$ cat src/rtl/nibble_serial_add_ctrl.sv
// Nibble-serial add/subtract controller: steps a WIDTH-bit operation through an
// external 4-bit adder one nibble per cycle, least significant nibble first.
module nibble_serial_add_ctrl #(
  parameter int WIDTH = 32
) (
  input  logic             clk_i,
  input  logic             rst_i,
  input  logic             req_valid_i,
  output logic             req_ready_o,
  input  logic [WIDTH-1:0] a_i,
  input  logic [WIDTH-1:0] b_i,
  input  logic             sub_i,
  output logic [3:0]       adder_a_o,
  output logic [3:0]       adder_b_o,
  output logic             adder_carry_o,
  input  logic [3:0]       adder_res_i,
  input  logic             adder_carry_i,
  output logic             res_valid_o,
  input  logic             res_ready_i,
  output logic [WIDTH-1:0] res_o,
  output logic             carry_o,
  output logic             overflow_o,
  output logic             busy_o
);
  localparam int N  = WIDTH / 4;
  localparam int IW = (N > 1) ? $clog2(N) : 1;

  typedef enum logic [1:0] {IDLE, RUN, DONE} state_t;

  state_t              state_q, state_d;
  logic [N-1:0][3:0]   a_q, b_q, res_q;
  logic [IW-1:0]       idx_q;
  logic                carry_q, carry_out_q, ovf_q;
  logic                last;

  assign last       = (idx_q == IW'(N - 1));
  assign res_o      = res_q;
  assign carry_o    = carry_out_q;
  assign overflow_o = ovf_q;

  always_comb begin
    state_d       = state_q;
    req_ready_o   = 1'b0;
    res_valid_o   = 1'b0;
    busy_o        = 1'b1;
    adder_a_o     = 4'h0;
    adder_b_o     = 4'h0;
    adder_carry_o = 1'b0;
    case (state_q)
      IDLE: begin
        req_ready_o = 1'b1;
        busy_o      = 1'b0;
        if (req_valid_i) state_d = RUN;
      end
      RUN: begin
        adder_a_o     = a_q[idx_q];
        adder_b_o     = b_q[idx_q];
        adder_carry_o = carry_q;
        if (last) state_d = DONE;
      end
      DONE: begin
        res_valid_o = 1'b1;
        if (res_ready_i) state_d = IDLE;
      end
      default: state_d = IDLE;
    endcase
  end

  always_ff @(posedge clk_i) begin
    if (rst_i) begin
      state_q     <= IDLE;
      a_q         <= '0;
      b_q         <= '0;
      res_q       <= '0;
      idx_q       <= '0;
      carry_q     <= 1'b0;
      carry_out_q <= 1'b0;
      ovf_q       <= 1'b0;
    end else begin
      state_q <= state_d;
      case (state_q)
        IDLE: if (req_valid_i) begin
          a_q     <= a_i;
          b_q     <= b_i ^ {WIDTH{sub_i}};
          carry_q <= sub_i;
          idx_q   <= '0;
        end
        RUN: begin
          res_q[idx_q] <= adder_res_i;
          carry_q      <= adder_carry_i;
          // Flags are taken from the top nibble's adder return on the final edge.
          if (last) begin
            carry_out_q <= adder_carry_i;
            ovf_q       <= (a_q[N-1][3] == b_q[N-1][3]) && (adder_res_i[3] != a_q[N-1][3]);
          end else begin
            idx_q <= idx_q + 1'b1;
          end
        end
        default: ;
      endcase
    end
  end
endmodule

$ cat config.mk
export PLATFORM = sky130hd
export DESIGN_NAME = nibble_serial_add_ctrl
export DESIGN_NICKNAME = d
export VERILOG_FILES = /design/src/rtl/nibble_serial_add_ctrl.sv
export SDC_FILE = /design/constraint.sdc
export NUM_CORES = 1
export LEC_CHECK = 0
export CAP_MARGIN = 5
export CORE_MARGIN = 3
export CORE_UTILIZATION = 28
export CTS_CLUSTER_DIAMETER = 100
export DETAILED_ROUTE_END_ITERATION = 12
export GPL_ROUTABILITY_DRIVEN = 0
export PLACE_DENSITY = 0.56
export SYNTH_ARGS = -nofsm -noshare
export SYNTH_HDL_FRONTEND = slang
export SYNTH_SLANG_ARGS = --single-unit
$ cat constraint.sdc
create_clock -name clk_i -period 1.85 [get_ports clk_i]
set_input_delay 0.37 -clock clk_i [delete_from_list [all_inputs] [get_ports clk_i]]
set_output_delay 0.37 -clock clk_i [all_outputs]
set_load 0.05 [all_outputs]
==> metrics.md, run 1 <==
| Metric | Value |
|---|---|
| Layout cells sized above 1 | `roughly 15%` |
| LEAKAGE | `roughly 2.4 nW` |
| CP Cell Sequence | `buf_6, mux2i_2, o22ai_1, o21a_1, buf_12` |
| Largest family of logic cells by synthesized area | `compound AO/OA/AOI/OAI gates` |
| Area after DPL | `6260 µm²` |
| Slew @ Worst Pin | `~0.58 ns` |
| Vias per cell | `approximately 4.8` |
| Req. time, crit path | `about 1.5 ns` |
| R2R Path End | `res_o[2]` |
| Gr ovfl total | `0` |
| DRT antenna net count | `0` |
| R2r worst-path depth | `5` |
| Number of port buffers | `119` |
| Most frequent cells in the layout | `dfxtp_1 (100), clkdlybuf4s50_1 (71), a21oi_1 (70), nand2_1 (70)` |
| Core Box Area | `about 16000 µm²` |
| Final WS setup | `-0.187 ns` |
| R2r startpoint | `idx_q[0]` |
| Layout Nets | `roughly 730` |
| Status | `complete, but fails checks` |
| # H-tree levels | `3` |
| Final Hold Vio Count | `0` |
| Number of global-route vias before repair | `approximately 4100` |
| FMAX | `491 MHz` |
| Ranking of synthesized cells by area | `dfxtp_1 (44%), a21oi_1 (7.4%), mux2i_1 (7.0%)` |
| Met3 Use GR | `under 10%` |
| Post-layout instance count excluding filler cells | `slightly below 900` |
| Final period util | `110%` |
| Area Growth Syn to Fin | `40.2%` |
| Final Critical Period | `2.04 ns` |
| Routed len/inst | `roughly 14 µm` |
| Relative slew slack | `approximately 60%` |
| CTS clock-pin slew for the worst setup and hold paths | `about 0.080 ns` |
| Die Span X | `~140 µm` |
| Drt first pass iters | `4` |
| Max stage delay on crit path | `just under 0.4 ns` |
| Post-Synth Simple-Gate Area | `~17%` |
| VDD IR max | `around 440 µV` |
| Post-synthesis compound-gate area fraction | `roughly a fifth` |
| GR peak layer | `met2` |
| Cell count after synthesis | `560` |
| Initial antenna violation count | `0` |
| Largest driver fanout on the critical path | `10` |
| Pwr/cell area | `785 nW/µm²` |
| Met2 Track Usage GR | `between 20% and 30%` |
| Grt met1 use | `18.5%` |
| Mapped Area | `between 4000 and 5000 µm²` |
| Synth Area in Adders | `less than 1%` |
| HP Class | `in -> reg` |
| # diodes | `0` |
| Seq/Total Area, Yosys | `44.2%` |
| Post-CTS Setup Bufs | `0` |
| # setup viols final | `8` |
| R2R Setup Slk | `about 0.21 ns` |
| CP Buf/Inv Count | `2` |
| Ys Warns | `0` |
| Largest net degree at the start of global routing | `44` |
| CTS tree | `built` |
| DRT iter0 DRCs | `266` |
| Commonest non-fill, non-tap cell in the layout | `dfxtp_1` |
| Worst Path Arrival | `around 1.7 ns` |
| Pre-CTS setup slack | `-0.000796 ns` |
| Height of the die | `around 140 µm` |
| Crit path depth | `5` |
| Total power | `5.19 mW` |
| Total CTS buffers | `9` |
| Final HPWL DP | `9.25 mm` |
| Max Transition Viols Final | `0` |
| Initial Utilization | `~30%` |
| # placed instances | `~860` |
| Area leader, netlist | `dfxtp_1` |
| Failing checks | `negative setup slack` |
| Root Buffer | `clkbuf_16` |
| Finished Cell Area | `6610 µm²` |
| Syn_nets | `between 600 and 700` |
| Post-Route WL | `12.7 mm` |
| WS Path Type | `reg -> out` |
| Latest clock arrival within the worst-skew pair | `around 0.35 ns` |
| Total GRT Usage | `between 10% and 20%` |
| Clock Tree Buf Depth | `2` |
| Rows | `46` |
| Ports | `120` |
| Post-synthesis register bit count | `between 100 and 150` |
| Crit path launch | `idx_q[0]` |
| RSZ-0062 raised after global routing | `yes` |
| XOR/XNOR Fraction of Synth Area | `a little under 6%` |
| Drt drc | `0` |
| First-pass GRT wire length | `20.7 mm` |
| Multiplexer share of the synthesized area | `under 10%` |
| Crit path to | `adder_a_o[1]` |
| Avg Cell Area, Syn | `roughly 8.4 µm²` |
| Vias post-DR | `roughly 4200` |
| Crit-path slowest cell | `dfxtp_4` |
| Maxcap violations | `0` |
| CP Launch Type | `flip-flop` |
| Distinct cells, synth | `35` |
| Top Family by Delay on Critical Path | `flip-flops` |
| Clock sinks | `approximately 100` |
| Share of the synthesized area in the top cell type | `roughly 44%` |
| Critical Path Sink Type | `output port` |
| Die ar. | `between 15000 and 20000 µm²` |
| Clk_skew | `0.00532 ns` |
cells in the mapped netlist:
cell type and count:
o22ai_1 16, and3b_1 1, inv_1 2, o21a_1 8, buf_1 1, buf_4 3, nor3b_4 1, nand3b_1 2
and2_1 2, xnor2_1 32, nor3b_1 1, buf_2 28, or3b_1 3, nand2_1 71, o21ai_0 28, ha_1 2
a221oi_1 1, clkbuf_1 24, nor2_1 34, nor3_2 1, a211oi_1 32, or2_2 2, dfxtp_1 104, nor3_1 2
nor3b_2 2, mux2i_1 33, a311oi_1 1, a21oi_1 70, clkbuf_2 1, o21ai_1 4, nand2b_1 6, nand3_1 36
or3_1 1, or3b_2 1, nor2b_1 4
what timing repair did:
action                     4_1_cts  5_1_grt
pin swaps                        0        2
gates cloned                     0        0
setup endpoints to repair       21       10
gates resized for setup         22       11
hold buffers                     0        0
sequential cells by signal, indices dropped and copies added, names as in the netlist:
| register | cells |
|---|---|
| overflow_o | 1 |
| carry_q | 1 |
| a_q | 32 |
| b_q | 32 |
| state_q | 2 |
| carry_o | 1 |
| res_o | 32 |
| idx_q | 3 |
metrics by stage:
step	hold slack [ns]	utilization (%)	TNS (ns)
after floorplan	0.436	-	0
after global placement	0.443	38.7	0
after detailed placement	0.447	38.7	-0.000796
after CTS	0.417	40.6	-1.53
after global routing	0.452	40.9	-1.92
final	0.441	40.9	-1.37
worst min path at each step:
stage	cells after the start	slack [ns]	end	from
global route	2	0.45	a_q[21]	rst_i
floorplan	2	0.44	a_q[0]	a_q[0]
CTS	2	0.42	a_q[21]	rst_i
finish	2	0.44	a_q[12]	rst_i
detailed placement	2	0.45	a_q[1]	a_q[1]
global placement	2	0.44	a_q[13]	a_q[13]
cell type report:
| cell class | count | area, µm² |
|---|---|---|
| Sequential cell | 104 | 2090 |
| Inverter | 2 | 7.51 |
| Fill cell | 1580 | 9560 |
| Clock buffer | 9 | 225 |
| Timing Repair Buffer | 143 | 1540 |
| Multi-Input combinational cell | 397 | 2410 |
| Tap cell | 216 | 270 |
| Clock inverter | 7 | 63.8 |
power breakdown:
part / total [mW] / internal (mW) / switching, mW
Combinational: 0.911 / 0.459 / 0.451
Clock: 1.85 / 0.942 / 0.912
Sequential: 2.42 / 2.35 / 0.0692
worst register-to-register path: stages, from the launching register on:
cell      delay (ns)
dfxtp_4         0.39
buf_6           0.17
buf_4           0.14
nand2b_1        0.47
o21ai_0         0.23
a21oi_1         0.17
cells by family after synthesis:
logic type,count (synthesis)
and+or+nand+nor,170
AOI/OAI and AO/OA,160
DFF,104
buffers and inverters,59
muxes,33
xor gates and xnor gates,32
adders and majority gates,2
routing by layer:
metal,routed length (µm),share of wire [%]
met4,231,1.8
met5,0,0
met2,5670,45
met1,5940,47
met3,884,6.9
No activity file was read; power rests on OpenSTA's default activity.
==> run 2: changes to the inputs <==
- PLACE_DENSITY: 0.56 -> 0.57
- clock period: 1.85 -> 1.77 ns (I/O delays scaled with it)
==> metrics.md, run 2 (synthesis results as in run 1) <==
| Metric | Value |
|---|---|
| Core Box Area | `16200 µm² (unchanged)` |
| Post-Route WL | `13.3 mm (+4.3%)` |
| Most frequent cells in the layout | `dfxtp_1 (102), clkdlybuf4s50_1 (71), a21oi_1 (70)` |
| Critical Path Sink Type | `output port` |
| Commonest non-fill, non-tap cell in the layout | `dfxtp_1` |
| Area Growth Syn to Fin | `42.4%` |
| R2r worst-path depth | `6 (+1)` |
| DRT antenna net count | `0 (unchanged)` |
| Final Hold Vio Count | `0 (unchanged)` |
| Sw frac | `25.9% (-1.7 points)` |
| Relative slew slack | `65.2% (+4.0 points)` |
| Final WS setup | `-0.274 ns (-0.0867 ns)` |
| Vias per cell | `4.82 (+1.1%)` |
| FMAX | `between 400 and 500 MHz` |
| HP Class | `in -> reg` |
| Total GRT Usage | `14.4% (+0.32 points)` |
| Final Util | `41.5% (+0.65 points)` |
| DRT iter0 DRCs | `263 (-1.1%)` |
| Die ar. | `18400 µm² (unchanged)` |
| Routed len/inst | `15.0 µm (+3.4%)` |
| Finished Cell Area | `6710 µm² (+1.6%)` |
| Internal | `4.09 mW (+9.0%)` |
| Root Buffer | `clkbuf_16` |
| Max Transition Viols Final | `0 (unchanged)` |
| Number of global-route vias before repair | `4308 (+4.1%)` |
| Initial antenna violation count | `1 (+1)` |
| Ports | `120 (unchanged)` |
| Hold Path Origin | `rst_i` |
| Final period util | `115%` |
| CTS tree | `built` |
| Combinational share of power | `17.9% (+0.3 points)` |
| Worst Path Arrival | `1.69 ns (+0.02 ns)` |
| Hold slack | `0.426 ns (-0.0153 ns)` |
| # diodes | `0 (unchanged)` |
| Sw Pwr | `1.43 mW (about the same)` |
| Clock Tree Buf Depth | `2 (unchanged)` |
| # setup viols final | `8 (unchanged)` |
| Worst hold stages | `2 (unchanged)` |
| Clk pwr share | `36.3% (+0.6 points)` |
| WHS Endpoint | `a_q[6]` |
| Largest net degree at the start of global routing | `44 (unchanged)` |
| Latest clock arrival within the worst-skew pair | `0.35 ns (about the same)` |
| Drt first pass iters | `4 (unchanged)` |
| VDD IR max | `468 µV (+6.4%)` |
| Drt drc | `0 (unchanged)` |
| Setup tns final | `-1.92 ns (-0.542 ns)` |
| R2r startpoint | `idx_q[0]` |
| Req. time, crit path | `1.42 ns (-0.06 ns)` |
| Final HPWL DP | `9.56 mm (+3.3%)` |
| Maxcap violations | `0 (unchanged)` |
| Largest driver fanout on the critical path | `8 (-2)` |
| RSZ-0062 raised after global routing | `yes` |
| Pwr/cell area | `823 nW/µm² (+4.9%)` |
| Area after DPL | `6270 µm² (+0.20%)` |
| Total power | `5.52 mW (+6.5%)` |
| Layout cells sized above 1 | `19.0% (+4.3 points)` |
| R2R Setup Slk | `0.04 ns (-0.17 ns)` |
| CP Launch Type | `flip-flop` |
| R2R Path End | `idx_q[0]` |
| Clk_skew | `0.00821 ns (+0.00289 ns)` |
| Slew @ Worst Pin | `0.519 ns (-0.0627 ns)` |
| Clock sinks | `104 (unchanged)` |
| Status | `complete, but fails checks` |
| LEAKAGE | `2.39 nW (+0.79%)` |
| Vias post-DR | `4270 (+1.9%)` |
| Failing checks | `negative setup slack` |
| WS Path Type | `reg -> out` |
| CTS clock-pin slew for the worst setup and hold paths | `0.07 ns (about the same)` |
| Gr ovfl total | `0 (unchanged)` |
| Initial Utilization | `29.1% (unchanged)` |
| Number of port buffers | `119 (unchanged)` |
| Final Critical Period | `2.04 ns` |
| First-pass GRT wire length | `21.3 mm (+2.5%)` |
| Layout Nets | `742 (+1.2%)` |
| Total CTS buffers | `9 (unchanged)` |
| # H-tree levels | `3 (unchanged)` |
| Rows | `46 (unchanged)` |
| Die Span X | `136 µm (unchanged)` |
| Height of the die | `136 µm (unchanged)` |
| Fill cell count | `1568 (-0.76%)` |
| Flop pwr share | `45.9% (-0.8 points)` |
==> run 2: changes by cell type in the layout (fill, tap and decap cells not counted), moves of 2 or more <==
cell,change
o21a_2,+8
o21a_1,-8
nand2_2,+2
mux2i_1,-2
inv_6,-3
dlygate4sd2_1,-11
mux2i_2,+2
dfxtp_1,+2
buf_4,+18
==> run 2: critical path, cell delays in order (launching register included) <==
cell and delay [ns]:
dfxtp_4 0.43, buf_12 0.17, mux2i_2 0.25, o22ai_1 0.10
o21a_2 0.23, buf_12 0.15
==> run 2: routing by layer <==
layer / GRT usage [%] / vias up / wire length, µm
met3: 4.64 / 19 / 838
met5: 0 / - / 13
met2: 23.9 / 112 / 6280
met4: 4.59 / 2 / 214
li1: - / 2147 / -
met1: 17.8 / 1990 / 5930
==> run 2: cell type report <==
class / count / area (µm²) / share of cell area, %
Clock buffer: 10 / 239 / 3.56
Timing Repair Buffer: 152 / 1610 / 24.0
Multi-Input combinational cell: 397 / 2440 / 36.4
Inverter: 2 / 7.51 / 0.112
Clock inverter: 4 / 55.1 / 0.820
Tap cell: 216 / 270 / 4.03
Sequential cell: 104 / 2090 / 31.1
==> run 2: per-stage QoR <==
| step | worst slack [ns] | std cells |
|---|---|---|
| after floorplan | 0.0152 | 560 |
| after global placement | -0.00103 | 866 |
| after detailed placement | -0.0761 | 866 |
| after CTS | -0.304 | 883 |
| after global routing | -0.336 | 885 |
| final | -0.274 | 885 |
==> run 2: timing repair <==
item	in CTS	in global routing
gates cloned	1	2
pin swaps	6	9
hold endpoints to repair	0	0
hold buffers	0	0
buffers inserted	2	1
setup endpoints to repair	9	13
gates resized for setup	7	17
==> run 2: how the worst max path moves through the flow <==
| stage | startpoint | endpoint | slack (ns) | cells past startpoint |
|---|---|---|---|---|
| after floorplan | idx_q[0] | adder_b_o[1] | 0.02 | 5 |
| after global placement | req_valid_i | b_q[27] | -0.001 | 6 |
| after detailed placement | req_valid_i | b_q[15] | -0.08 | 6 |
| after CTS | idx_q[0] | adder_a_o[1] | -0.30 | 5 |
| after global routing | idx_q[0] | adder_a_o[0] | -0.34 | 5 |
| final | idx_q[0] | adder_a_o[0] | -0.27 | 5 |
==> run 2: power by group through the flow <==
stage               Sequential (mW)  Clock [mW]  Combinational, mW
finish                         2.53        2.00              0.987
floorplan                      2.59           0              0.521
detailed placement             2.58           0              0.950
CTS                            2.53        2.06              0.979
global route                   2.55        2.15               1.07
global placement               2.58           0              0.932
